### src/rtl/food_placer_pkg.sv
// Shared definitions for food placement: playfield defaults, coordinate width
// and the placer FSM encoding (also consumed by the game-control FSM).
package food_placer_pkg;

    localparam int COORD_W = 7;
    localparam int GRID_W  = 80;
    localparam int GRID_H  = 60;

    typedef logic [COORD_W-1:0] coord_t;

    typedef enum logic [2:0] {
        ST_IDLE   = 3'd0,
        ST_SAMPLE = 3'd1,
        ST_QUERY  = 3'd2,
        ST_WAIT   = 3'd3,
        ST_SCAN_Q = 3'd4,
        ST_SCAN_W = 3'd5
    } state_e;

endpackage

### src/rtl/food_placer_if.sv
// Signal bundle between the food placer (master) and its environment:
// request/result handshake, LFSR sample inputs and the occupancy lookup.
interface food_placer_if;
    import food_placer_pkg::*;

    logic   PLACE_REQ;
    coord_t RAND_X;
    coord_t RAND_Y;
    logic   RNG_CE;
    logic   QUERY_VALID;
    coord_t QUERY_X;
    coord_t QUERY_Y;
    logic   QUERY_HIT;
    coord_t FOOD_X;
    coord_t FOOD_Y;
    logic   FOOD_VALID;
    logic   PLACE_DONE;
    logic   PLACE_FAIL;
    logic   BUSY;

    modport master (
        input  PLACE_REQ, RAND_X, RAND_Y, QUERY_HIT,
        output RNG_CE, QUERY_VALID, QUERY_X, QUERY_Y,
        output FOOD_X, FOOD_Y, FOOD_VALID, PLACE_DONE, PLACE_FAIL, BUSY
    );

    modport slave (
        output PLACE_REQ, RAND_X, RAND_Y, QUERY_HIT,
        input  RNG_CE, QUERY_VALID, QUERY_X, QUERY_Y,
        input  FOOD_X, FOOD_Y, FOOD_VALID, PLACE_DONE, PLACE_FAIL, BUSY
    );

endinterface

### src/rtl/food_scan_ctr.sv
// Raster X/Y counter for the fallback scan. Exposes its next-state value so the
// caller can register the coordinate it is about to query in the same edge.
module food_scan_ctr
    import food_placer_pkg::*;
#(
    parameter int COLS = 80,
    parameter int ROWS = 60
) (
    input  logic   CLK,
    input  logic   RESET,
    input  logic   clr_i,
    input  logic   adv_i,
    output coord_t nx_o,
    output coord_t ny_o,
    output logic   last_o
);

    localparam coord_t LAST_X = coord_t'(COLS - 1);
    localparam coord_t LAST_Y = coord_t'(ROWS - 1);

    coord_t x_q, y_q;
    coord_t x_d, y_d;

    always_comb begin
        x_d = x_q;
        y_d = y_q;
        if (clr_i) begin
            x_d = '0;
            y_d = '0;
        end else if (adv_i) begin
            if (x_q == LAST_X) begin
                x_d = '0;
                y_d = y_q + coord_t'(1);
            end else begin
                x_d = x_q + coord_t'(1);
            end
        end
    end

    always_ff @(posedge CLK) begin
        if (RESET) begin
            x_q <= '0;
            y_q <= '0;
        end else begin
            x_q <= x_d;
            y_q <= y_d;
        end
    end

    assign nx_o   = x_d;
    assign ny_o   = y_d;
    assign last_o = (x_q == LAST_X) && (y_q == LAST_Y);

endmodule

### src/rtl/food_placer.sv
// Food placer: draws random in-range cells, checks them against body occupancy,
// and after MAX_TRIES failed samples falls back to a raster scan that always ends.
module food_placer
    import food_placer_pkg::*;
#(
    parameter int GRID_W    = food_placer_pkg::GRID_W,
    parameter int GRID_H    = food_placer_pkg::GRID_H,
    parameter int MAX_TRIES = 16
) (
    input  logic          CLK,
    input  logic          RESET,
    food_placer_if.master bus
);

    localparam int                 TRY_W   = $clog2(MAX_TRIES + 1);
    localparam logic [TRY_W-1:0]   TRY_MAX = TRY_W'(MAX_TRIES);
    localparam logic [COORD_W:0]   LIM_X   = (COORD_W + 1)'(GRID_W);
    localparam logic [COORD_W:0]   LIM_Y   = (COORD_W + 1)'(GRID_H);

    state_e           state_q, state_d;
    logic [TRY_W-1:0] tries_q, tries_d, tries_inc;
    logic             rng_ce_q, rng_ce_d, qv_q, qv_d;
    coord_t           qx_q, qx_d, qy_q, qy_d;
    coord_t           fx_q, fx_d, fy_q, fy_d;
    logic             fv_q, fv_d, done_q, done_d, fail_q, fail_d, busy_q, busy_d;

    logic   sample_ok, hit;
    logic   scan_clr, scan_adv, scan_last;
    coord_t scan_nx, scan_ny;

    assign hit       = bus.QUERY_HIT;
    assign sample_ok = ({1'b0, bus.RAND_X} < LIM_X) && ({1'b0, bus.RAND_Y} < LIM_Y);
    assign tries_inc = (tries_q == TRY_MAX) ? tries_q : tries_q + TRY_W'(1);

    food_scan_ctr #(.COLS(GRID_W), .ROWS(GRID_H)) u_scan (
        .CLK    (CLK),
        .RESET  (RESET),
        .clr_i  (scan_clr),
        .adv_i  (scan_adv),
        .nx_o   (scan_nx),
        .ny_o   (scan_ny),
        .last_o (scan_last)
    );

    // Scan starts from (0,0) whenever it is entered from random sampling.
    assign scan_clr = (state_d == ST_SCAN_Q) && (state_q != ST_SCAN_W);
    assign scan_adv = (state_q == ST_SCAN_W) && hit && !scan_last;

    always_ff @(posedge CLK) begin
        if (RESET) begin
            state_q  <= ST_IDLE;
            tries_q  <= '0;
            rng_ce_q <= 1'b0;
            qv_q     <= 1'b0;
            qx_q     <= '0;
            qy_q     <= '0;
            fx_q     <= '0;
            fy_q     <= '0;
            fv_q     <= 1'b0;
            done_q   <= 1'b0;
            fail_q   <= 1'b0;
            busy_q   <= 1'b0;
        end else begin
            state_q  <= state_d;
            tries_q  <= tries_d;
            rng_ce_q <= rng_ce_d;
            qv_q     <= qv_d;
            qx_q     <= qx_d;
            qy_q     <= qy_d;
            fx_q     <= fx_d;
            fy_q     <= fy_d;
            fv_q     <= fv_d;
            done_q   <= done_d;
            fail_q   <= fail_d;
            busy_q   <= busy_d;
        end
    end

    always_comb begin
        state_d = state_q;
        case (state_q)
            ST_IDLE:   if (bus.PLACE_REQ) state_d = ST_SAMPLE;
            ST_SAMPLE: begin
                if (sample_ok)                  state_d = ST_QUERY;
                else if (tries_inc == TRY_MAX)  state_d = ST_SCAN_Q;
                else                            state_d = ST_SAMPLE;
            end
            ST_QUERY:  state_d = ST_WAIT;
            ST_WAIT: begin
                if (!hit)                       state_d = ST_IDLE;
                else if (tries_q == TRY_MAX)    state_d = ST_SCAN_Q;
                else                            state_d = ST_SAMPLE;
            end
            ST_SCAN_Q: state_d = ST_SCAN_W;
            ST_SCAN_W: begin
                if (!hit || scan_last)          state_d = ST_IDLE;
                else                            state_d = ST_SCAN_Q;
            end
            default:   state_d = ST_IDLE;
        endcase
    end

    // Output registers are loaded from the state being entered, so each strobe
    // is high exactly while the FSM sits in the corresponding state.
    always_comb begin
        tries_d  = tries_q;
        rng_ce_d = (state_d == ST_SAMPLE);
        qv_d     = (state_d == ST_QUERY) || (state_d == ST_SCAN_Q);
        busy_d   = (state_d != ST_IDLE);
        qx_d     = qx_q;
        qy_d     = qy_q;
        fx_d     = fx_q;
        fy_d     = fy_q;
        fv_d     = fv_q;
        done_d   = 1'b0;
        fail_d   = 1'b0;
        case (state_q)
            ST_IDLE: begin
                if (bus.PLACE_REQ) begin
                    fv_d    = 1'b0;
                    tries_d = '0;
                end
            end
            ST_SAMPLE: begin
                tries_d = tries_inc;
                if (sample_ok) begin
                    qx_d = bus.RAND_X;
                    qy_d = bus.RAND_Y;
                end
            end
            ST_WAIT, ST_SCAN_W: begin
                if (!hit) begin
                    fx_d   = qx_q;
                    fy_d   = qy_q;
                    fv_d   = 1'b1;
                    done_d = 1'b1;
                end else if (state_q == ST_SCAN_W && scan_last) begin
                    fail_d = 1'b1;
                end
            end
            default: ;
        endcase
        if (state_d == ST_SCAN_Q) begin
            qx_d = scan_nx;
            qy_d = scan_ny;
        end
    end

    assign bus.RNG_CE      = rng_ce_q;
    assign bus.QUERY_VALID = qv_q;
    assign bus.QUERY_X     = qx_q;
    assign bus.QUERY_Y     = qy_q;
    assign bus.FOOD_X      = fx_q;
    assign bus.FOOD_Y      = fy_q;
    assign bus.FOOD_VALID  = fv_q;
    assign bus.PLACE_DONE  = done_q;
    assign bus.PLACE_FAIL  = fail_q;
    assign bus.BUSY        = busy_q;

endmodule

### src/flat_wrapper.sv
// flat-port wrapper written by rule: the top's interface ports become plain ports
module food_placer_flat import food_placer_pkg::*;
#(
    parameter int GRID_W    = food_placer_pkg::GRID_W,
    parameter int GRID_H    = food_placer_pkg::GRID_H,
    parameter int MAX_TRIES = 16
)
  (CLK, RESET, bus_PLACE_REQ, bus_RAND_X, bus_RAND_Y, bus_QUERY_HIT, bus_RNG_CE, bus_QUERY_VALID, bus_QUERY_X, bus_QUERY_Y, bus_FOOD_X, bus_FOOD_Y, bus_FOOD_VALID, bus_PLACE_DONE, bus_PLACE_FAIL, bus_BUSY);
  food_placer_if bus_i ();
  input  logic CLK;
  input  logic RESET;
  input wire logic [$bits(bus_i.PLACE_REQ)-1:0] bus_PLACE_REQ;
  input wire logic [$bits(bus_i.RAND_X)-1:0] bus_RAND_X;
  input wire logic [$bits(bus_i.RAND_Y)-1:0] bus_RAND_Y;
  input wire logic [$bits(bus_i.QUERY_HIT)-1:0] bus_QUERY_HIT;
  output wire logic [$bits(bus_i.RNG_CE)-1:0] bus_RNG_CE;
  output wire logic [$bits(bus_i.QUERY_VALID)-1:0] bus_QUERY_VALID;
  output wire logic [$bits(bus_i.QUERY_X)-1:0] bus_QUERY_X;
  output wire logic [$bits(bus_i.QUERY_Y)-1:0] bus_QUERY_Y;
  output wire logic [$bits(bus_i.FOOD_X)-1:0] bus_FOOD_X;
  output wire logic [$bits(bus_i.FOOD_Y)-1:0] bus_FOOD_Y;
  output wire logic [$bits(bus_i.FOOD_VALID)-1:0] bus_FOOD_VALID;
  output wire logic [$bits(bus_i.PLACE_DONE)-1:0] bus_PLACE_DONE;
  output wire logic [$bits(bus_i.PLACE_FAIL)-1:0] bus_PLACE_FAIL;
  output wire logic [$bits(bus_i.BUSY)-1:0] bus_BUSY;
  assign bus_i.PLACE_REQ = bus_PLACE_REQ;
  assign bus_i.RAND_X = bus_RAND_X;
  assign bus_i.RAND_Y = bus_RAND_Y;
  assign bus_i.QUERY_HIT = bus_QUERY_HIT;
  assign bus_RNG_CE = bus_i.RNG_CE;
  assign bus_QUERY_VALID = bus_i.QUERY_VALID;
  assign bus_QUERY_X = bus_i.QUERY_X;
  assign bus_QUERY_Y = bus_i.QUERY_Y;
  assign bus_FOOD_X = bus_i.FOOD_X;
  assign bus_FOOD_Y = bus_i.FOOD_Y;
  assign bus_FOOD_VALID = bus_i.FOOD_VALID;
  assign bus_PLACE_DONE = bus_i.PLACE_DONE;
  assign bus_PLACE_FAIL = bus_i.PLACE_FAIL;
  assign bus_BUSY = bus_i.BUSY;
  food_placer #(.GRID_W(GRID_W), .GRID_H(GRID_H), .MAX_TRIES(MAX_TRIES)) u_core (.CLK(CLK), .RESET(RESET), .bus(bus_i));
endmodule
### config.mk
export PLATFORM = sky130hd
export DESIGN_NAME = food_placer_flat
export DESIGN_NICKNAME = d
export VERILOG_FILES = /design/src/rtl/food_placer_pkg.sv /design/src/rtl/food_placer_if.sv /design/src/rtl/food_scan_ctr.sv /design/src/rtl/food_placer.sv /design/src/flat_wrapper.sv
export SDC_FILE = /design/constraint.sdc
export NUM_CORES = 1
export LEC_CHECK = 0
export BUFFER_PORTS_ARGS = -buffer_cell sky130_fd_sc_hd__buf_2
export CAP_MARGIN = 20
export CORE_MARGIN = 5
export CORE_UTILIZATION = 35
export DETAILED_ROUTE_END_ITERATION = 8
export GPL_TIMING_DRIVEN = 0
export HOLD_SLACK_MARGIN = 0.05
export PLACE_DENSITY = 0.59
export SETUP_SLACK_MARGIN = 0.15
export SYNTH_ARGS = -nofsm -noshare
export SYNTH_HDL_FRONTEND = slang
export SYNTH_SLANG_ARGS = --single-unit
### constraint.sdc
create_clock -name CLK -period 2.9 [get_ports CLK]
set_input_delay 0.145 -clock CLK [delete_from_list [all_inputs] [get_ports CLK]]
set_output_delay 0.145 -clock CLK [all_outputs]
set_load 0.01 [all_outputs]
* Word level (Yosys, flattened, before mapping) *
Cells that the tools add are included.

operators by class
  bitwise gates (word level) = 2
  reductions and logical operators = 23
  magnitude comparators = 2
  $add $sub $neg = 3
  mux-type cells = 27
  equality and inequality tests = 15

operator list
  cell                                                        number
  two-way mux 7 bit                                           12
  two-way mux 3 bit                                           6
  one-hot mux 3 bit (6 select lines)                          1
  adder 7 x 1 -> 7 bit, second input constant                 2
  equality test 5 bit, second input constant                  2
  two-way mux 5 bit                                           2
  one-hot mux 5 bit (2 select lines)                          1
  equality test 3 x 2 -> 1 bit, second input constant         3
  equality test 3 bit, second input constant                  3
  nonzero test 2 bit                                          4
  equality test 7 x 6 -> 1 bit, second input constant         1
  equality test 7 bit, second input constant                  1
  less-than comparator 7 x 6 -> 1 bit, second input constant  1
  less-than comparator 7 bit, second input constant           1
  equality test 3 x 1 -> 1 bit, second input constant         2
  logical AND 1 bit                                           6
  AND reduction 2 bit                                         3
  adder 5 x 1 -> 5 bit, second input constant                 1
  two-way mux 1 bit                                           4
  inequality test 2 bit, second input constant                2
  OR reduction 2 bit                                          2
  logical NOT 3 bit                                           1
  inequality test 3 bit, second input constant                1
  AND reduction 3 bit                                         1
  other kinds (6)                                             9

word-level totals
  register bits after elaboration = 56
  input port bits = 18
  word-level logic and storage cells = 86

* Longest topological paths before layout *
Gate-level depths: netlist of run 1.

  depth in word-level cells = 10
  gate-level depth with buffers = 10

* Modules after synthesis *
Synthesis of run 1 repeated with hierarchy kept, for this count alone.

second synthesis, totals
  cell total of the unflattened synthesis = 313
  area, all modules = 2,884.0 µm²

modules (own cells, without submodules)
  module         sequential area each (µm²)  area each (µm²)  times used  cells an instance
  food_placer    840.8                       1,996.9          1           202
  food_scan_ctr  280.3                       887.1            1           111

* Worst setup path after synthesis of run 1 *
OpenSTA, ideal clock, no wires.

  kind = reg2reg
  from = register u_core.tries_q[0]
  to = register u_core.qx_q[0], in the netlist u_core.bus.QUERY_X[0]
  data arrival time = 2.212 ns
  period minus slack after synthesis = 2.300 ns
  setup time = 0.087 ns
  path buffers = 2
  cell stages (with the launch flop) = 11
  slack = 0.600 ns
  data required time = 2.813 ns
  cells stage by stage = dfxtp_1 -> inv_1 -> ha_1 -> and3b_1 -> o31a_1 -> a2111oi_4 -> o2bb2ai_2 -> or2_0 -> buf_2 -> buf_6 -> o31ai_1

on the way
  word-level cells in the longest chain between the ends = 10

ends and longest elaborated chain
  element                                                      line                                   source
  start: declaration                                           food_placer.sv:21                      logic [TRY_W-1:0] tries_q, tries_d, tries_inc;
  start signal: assignment                                     food_placer.sv:65                      tries_q <= tries_d;
  adder 5 x 1 -> 5 bit or equality test 5 bit (tied branches)  food_placer.sv:33, food_placer.sv:91
  two-way mux 5 bit                                            food_placer.sv:33                      assign tries_inc = (tries_q == TRY_MAX) ? tries_q : tries_q + TRY_W'(1);
  equality test 5 bit                                          food_placer.sv:85                      else if (tries_inc == TRY_MAX) state_d = ST_SCAN_Q;
  two-way mux 3 bit                                            food_placer.sv:85
  two-way mux 3 bit                                            food_placer.sv:84                      if (sample_ok) state_d = ST_QUERY;
  one-hot mux 3 bit (6 select lines) (*)                       food_placer.sv:81                      case (state_q)
  equality test 3 bit (*)                                      food_placer.sv:46, food_placer.sv:143
  logical AND 1 bit                                            food_placer.sv:46                      assign scan_clr = (state_d == ST_SCAN_Q) && (state_q != ST_SCAN_W);
  two-way mux 7 bit                                            food_scan_ctr.sv:27                    if (clr_i) begin
  two-way mux 7 bit                                            food_placer.sv:143                     if (state_d == ST_SCAN_Q) begin
  end signal: assignment                                       food_placer.sv:68                      qx_q <= qx_d;
  end: declaration                                             food_placer.sv:23                      coord_t qx_q, qx_d, qy_q, qy_d;

Mark *: on every way between the ends. The rest lies on a longest branch, timed or not.
A chain may end at the register's enable or synchronous reset.

* Worst setup path in the final report of run 1 *
Ends and elaborated chain as after synthesis.

==> run summary, run 1 <==
Total Nets Final - 373
FF-to-FF End - u_core.bus.QUERY_X[0]
Final setup violation count - 0
Synth Area per Inst - 8.94 um^2
DP HPWL - 5.00 mm
RSZ-0062 raised after global routing - no
Crit path from - u_core.tries_q[0]
PwrDens - 489 mW/mm^2
Synth top area cells - dfxtp_1, mux2i_1, nor2_1
Crit path capture - u_core.bus.QUERY_X[0]
Initial core utilization - 36.1%
Largest family of logic cells by synthesized area - simple AND/OR/NAND/NOR gates
Total Wirelength - 6.47 mm
Final worst setup slack - 369 ps
Ys flop type - dfxtp_1
Maxcap violations - 0
Slew HR - 47.8%
Number of antenna-violating nets in the routed design - 0
Setup Crit Path Kind - reg -> reg
Clock Path Buffers - 2
Syn Inst Count - 293
Final Skew - 9.58 ps
Max-slew violation count - 0
Worst Max-Slew Pin Slew - 775 ps
Total gr overflow - 0
Initial antenna violation count - 0
Height of the die - 96.5 um
IO Port Bufs - 51
Period utilisation layout - 87.3%
Hold WS - 202 ps
Asr flop ratio synth - 0%
Die width - 96.5 um
Largest net degree at the start of global routing - 18
Crit end category - flip-flop
Diode count - 0
Hold buffers post-CTS - 0
Final instance area - 0.00310 mm^2
Final Power - 1.51 mW
Hold Vio Cnt, Final - 0
CTS clock-pin slew for the worst setup and hold paths - 100 ps
Peak Freq - 0.395 GHz
Cells along the critical path - inv_1, ha_1, and3b_1, o31a_1, a2111oi_4, o2bb2ai_2, or2_0, buf_2, buf_6, o31ai_1
Post-Synth XOR/XNOR Area - 2.67%
Post-synth top area cell - dfxtp_1
Placed Cells - 443
FP Rows - 31
Routability cong. - 0.816
Via density - 4.93
Worst EP arrival - 2750 ps
Synth top area share - 42.8%
Tmin final - 2530 ps
Fraction of layout cells with a size suffix above 1 - 20.5%
Post-DP Area - 0.00300 mm^2
Routed len/inst - 14.4 um
CTS tree - yes
Nature of the critical path startpoint - flip-flop
Via count - 2225
Mapped Area - 0.00262 mm^2
# IOs - 52
Setup TNS after final layout - 0 ps
1st-iter DRT viols - 117
Synth Area in Compound Gates - 16.9%
Synth cell types - 50
Worst R2R Start - u_core.tries_q[0]
Critical Path RT - 3120 ps
Maximum VDD drop - 0.000180 V
First-pass GRT wire length - 10.6 mm
Worst slack, placed - 214 ps
Mapped Nets - 315
DRC violation count after routing - 0
Die Area - 0.00932 mm^2
Register-to-Register Path Depth - 10
Reg-to-reg slack, setup - 370 ps
Core ar. - 0.00725 mm^2
Seq cells post-synth - 56
Outcome - finished, final reports clean
Post-synthesis mux area share - 11.9%
Drt first pass iters - 4
Synth-to-Final Area Change - 18.2%
Critical path fanouts, max - 10
Post-synthesis sequential area ratio - 42.8%
Worst hold path class - in -> reg
Vias in the first global route - 2066
Fill count - 730
Worst skew pair latency - 310 ps
Slowest-stage cell, CP - dfxtp_2
Synth Area in Adders - 1.91%
CTS Sinks - 56
Synth Area in Simple Gates - 20.2%
Root Driver - clkbuf_8
Most frequent cells in the layout - nor2_1, buf_2, dfxtp_1
Max stage delay on crit path - 400 ps
Util after Layout - 42.7%
Total CTS buffers - 5
Non-Filler Instances - 451
Pleak - 1.43 nW
Htree depth - 2
Gr usage total - 14.5%
EDFF count, synth - 0
Yosys warnings - 0
## synthesized netlist by cell type, types with 2 or more instances
library cell and instances:
a31oi_1 2, o41ai_1 2, o31ai_1 11, o21ai_0 17
xnor2_1 3, and3_1 4, inv_1 8, ha_1 4
o21bai_1 2, nand4_1 3, buf_2 4, nor2_1 55
dfxtp_1 56, clkbuf_1 8, nand3_1 6, a21oi_1 10
a211oi_1 2, nand3b_1 4, nor3_1 5, a21boi_0 2
and2_1 3, xor2_1 5, o31a_1 2, a21o_1 4
nand2_1 12, mux2i_1 30, nor3b_1 2, nor2b_1 5
## sequential cells by signal, summed over array words and instances (netlist names), 3 cells and up
name and cells:
u_core.bus.FOOD_X 7, u_core.bus.FOOD_Y 7, u_core.bus.QUERY_X 7, u_core.bus.QUERY_Y 7
u_core.u_scan.x_q 7, u_core.u_scan.y_q 7, u_core.tries_q 5, u_core.state_q 3
## cells by family (layout without fill, tap and decap cells)
logic type	Yosys count	count (layout)
simple gates	109	109
compound gates	63	63
flops	56	56
mux	31	31
buf+inv	22	81
xor+xnor	8	8
fa+ha+maj	4	4
## power breakdown
part	internal [mW]	switching [mW]
combinational	0.0973	0.170
sequential	0.794	0.0201
clock	0.173	0.259
## worst min path at each step
stage / start / end / slack, ps / depth (start not counted)
floorplan: RESET / u_core.bus.QUERY_X[2] / 380 / 2
global placement: u_core.bus.FOOD_X[1] / u_core.bus.FOOD_X[1] / 470 / 2
detailed placement: u_core.bus.FOOD_X[5] / u_core.bus.FOOD_X[5] / 480 / 2
CTS: bus_RAND_Y[0] / u_core.bus.QUERY_Y[0] / 200 / 5
global route: bus_RAND_X[2] / u_core.bus.QUERY_X[2] / 220 / 4
finish: bus_PLACE_REQ / u_core.bus.FOOD_VALID / 200 / 4
## timing repair
item / 4_1_cts / 5_1_grt
endpoints found under the setup margin: 0 / 17
buffers inserted: 0 / 0
gates resized for setup: 0 / 2
## per-layer routing
metal / GRT usage (%) / part of all wire (%)
met1: 19.6 / 47
met2: 23.3 / 47
met3: 2.32 / 4.2
met4: 5.26 / 2.0
met5: 0 / 0
## critical path, delay by kind of cell (launching register included)
family	cells	cell delay (ps)
DFF	1	400
and+or+nand+nor	2	410
buffers and inverters	3	350
adders and majority gates	1	200
AOI/OAI and AO/OA	4	1090
## area by class of cell
| class | instances | area, um^2 | share of cell area [%] |
|---|---|---|---|
| Clock buffer | 6 | 72.6 | 2.34 |
| Tap cell | 99 | 124 | 4.00 |
| Timing Repair Buffer | 51 | 255 | 8.24 |
| Sequential cell | 56 | 1120 | 36.2 |
| Buffer | 14 | 65.1 | 2.10 |
| Multi-Input combinational cell | 215 | 1410 | 45.6 |
| Inverter | 8 | 30.0 | 0.969 |
| Clock inverter | 2 | 16.3 | 0.525 |
Note: power is estimated with default switching activity, not from simulation.
==> run 2, diff against run 1 <==
CTS_BUF_LIST = sky130_fd_sc_hd__clkbuf_4   (was not set)
==> run 2 against run 1 <==
Register-to-register slack about the same; sequential share of layout area increased by 0.32 points; sequential power about the same; cell count unchanged; first-iteration DRC count increased by 15%; largest power group unchanged; critical path type unchanged; core utilization decreased by 0.38 points.
==> run summary, run 2 (synthesis gave the netlist of run 1 again) <==
Gr usage total - 14.5% (-0.049 points)
IO Port Bufs - 51 (unchanged)
FP Rows - 31 (unchanged)
Peak Freq - 0.394 GHz (-0.40%)
Final instance area - 0.00307 mm^2 (-0.89%)
Die width - 96.5 um (unchanged)
Fill count - 739 (+1.2%)
Reg power frac - 56.6% (+2.8 points)
Initial antenna violation count - 0 (unchanged)
Via count - 2223 (-0.090%)
Crit end category - flip-flop
Critical Path RT - 3190 ps (+70 ps)
Worst EP arrival - 2830 ps (+80 ps)
Period utilisation layout - 87.6% (+0.35 points)
Height of the die - 96.5 um (unchanged)
PwrDens - 469 mW/mm^2 (-4.0%)
Internal power - 0.999 mW (-6.1%)
Synth-to-Final Area Change - 17.2%
Setup Crit Path Kind - reg -> reg
Diode count - 0 (unchanged)
Clk pwr share - 24.7% (-3.8 points)
Htree depth - 2 (unchanged)
Worst Max-Slew Pin Slew - 775 ps (-0.632 ps)
First-pass GRT wire length - 10.6 mm (-0.40%)
Clock Path Buffers - 2 (unchanged)
Outcome - finished, final reports clean
M1 GR Usage - 19.7% (+0.048 points)
GR met2 Demand/Resource - 23.3% (-0.057 points)
Total gr overflow - 0 (unchanged)
# IOs - 52 (unchanged)
Maxcap violations - 0 (unchanged)
Pleak - 1.42 nW (-0.66%)
Root Driver - clkbuf_4
Total CTS buffers - 5 (unchanged)
Reg-to-reg slack, setup - 360 ps (about the same)
Routed len/inst - 14.4 um (+0.46%)
Initial core utilization - 36.1% (unchanged)
DRC violation count after routing - 0 (unchanged)
Total Nets Final - 373 (unchanged)
Hold WS - 120 ps (-82.0 ps)
DP HPWL - 5.00 mm (unchanged)
Multi-input logic area - 0.00141 mm^2 (unchanged)
Core ar. - 0.00725 mm^2 (unchanged)
Critical path fanouts, max - 10 (unchanged)
Post-DP Area - 0.00300 mm^2 (unchanged)
CTS tree - yes
Switch share - 30.6% (+0.94 points)
Logic pwr share - 18.7% (+1.0 points)
CTS clock-pin slew for the worst setup and hold paths - 160 ps (+60 ps)
CTS Sinks - 56 (unchanged)
Post-CTS Setup Bufs - 0 (unchanged)
Final setup violation count - 0 (unchanged)
RSZ-0062 raised after global routing - no
Fraction of layout cells with a size suffix above 1 - 20.7% (+0.28 points)
Max-slew violation count - 0 (unchanged)
Tmin final - 2540 ps (+10.2 ps)
Hold Vio Cnt, Final - 0 (unchanged)
Most frequent cells in the layout - nor2_1, buf_2, dfxtp_1
Setup TNS after final layout - 0 ps (unchanged)
Final Power - 1.44 mW (-4.8%)
Util after Layout - 42.3% (-0.38 points)
Drt first pass iters - 4 (unchanged)
Hold buffers post-CTS - 0 (unchanged)
Final Skew - 15.4 ps (+5.79 ps)
Via density - 4.93 (about the same)
1st-iter DRT viols - 135 (+15%)
Slew HR - 47.9% (about the same)
Net Switching - 0.441 mW (-1.8%)
Die Area - 0.00932 mm^2 (unchanged)
Maximum VDD drop - 0.000209 V (+16%)
Largest net degree at the start of global routing - 18 (unchanged)
Total Wirelength - 6.50 mm (+0.46%)
FF/Latch Area - 0.00112 mm^2 (unchanged)
Nature of the critical path startpoint - flip-flop
Number of antenna-violating nets in the routed design - 0 (unchanged)
Grt peak-use layer - met2
Worst skew pair latency - 380 ps (+70 ps)
Met3 Usage GRT - 2.32% (unchanged)
Worst hold path class - in -> reg
Vias in the first global route - 2065 (-0.048%)
Routability cong. - 0.816 (unchanged)
-- run 2: power by group through the flow --
stage	registers [mW]	logic [mW]	clock network, mW
floorplan	0.835	0.174	0
global placement	0.831	0.264	0
detailed placement	0.832	0.264	0
CTS	0.815	0.266	0.374
global route	0.819	0.300	0.396
finish	0.815	0.269	0.356
-- run 2: timing repair --
item | 4_1_cts | 5_1_grt
endpoints found under the setup margin | 0 | 18
gates resized for setup | 0 | 2
hold endpoints to repair | 0 | 0
-- run 2: area by class of cell --
class | count | area share (%)
buffer | 14 | 2.12
clock buffer | 6 | 1.47
clock inverter | 2 | 0.530
inverter | 8 | 0.978
multi-input combinational | 215 | 46.0
sequential | 56 | 36.6
tap | 99 | 4.03
timing repair buffer | 51 | 8.31
-- run 2: layer usage --
layer / share of wire [%] / wire (um) / vias up
met5: 0 / 0 / -
met2: 47 / 3060 / 37
met3: 3.7 / 239 / 6
li1: - / - / 1154
met4: 1.5 / 97 / 0
met1: 48 / 3100 / 1026
-- run 2: worst paths after layout --
path                                           start               endpoint  cells after the start
worst max-delay path               u_core.tries_q[0]  u_core.bus.QUERY_X[0]                     10
worst min-delay path                   bus_PLACE_REQ  u_core.bus.FOOD_VALID                      4
worst max register to register     u_core.tries_q[0]  u_core.bus.QUERY_X[0]                     10
worst min register to register  u_core.bus.FOOD_X[1]   u_core.bus.FOOD_X[1]                      2
-- run 2: metrics by stage --
step | instances | worst slack (ps)
finish | 451 | 359
global placement | 443 | 228
floorplan | 293 | 600
detailed placement | 443 | 214
CTS | 451 | 202
global route | 451 | 151
-- run 2: worst max-delay path, cell delays in order (launching register included) --
cell	delay [ps]
dfxtp_2	420
inv_1	60
ha_1	200
and3b_1	160
o31a_1	270
a2111oi_4	390
o2bb2ai_2	190
or2_0	250
buf_2	150
buf_6	140
o31ai_1	230
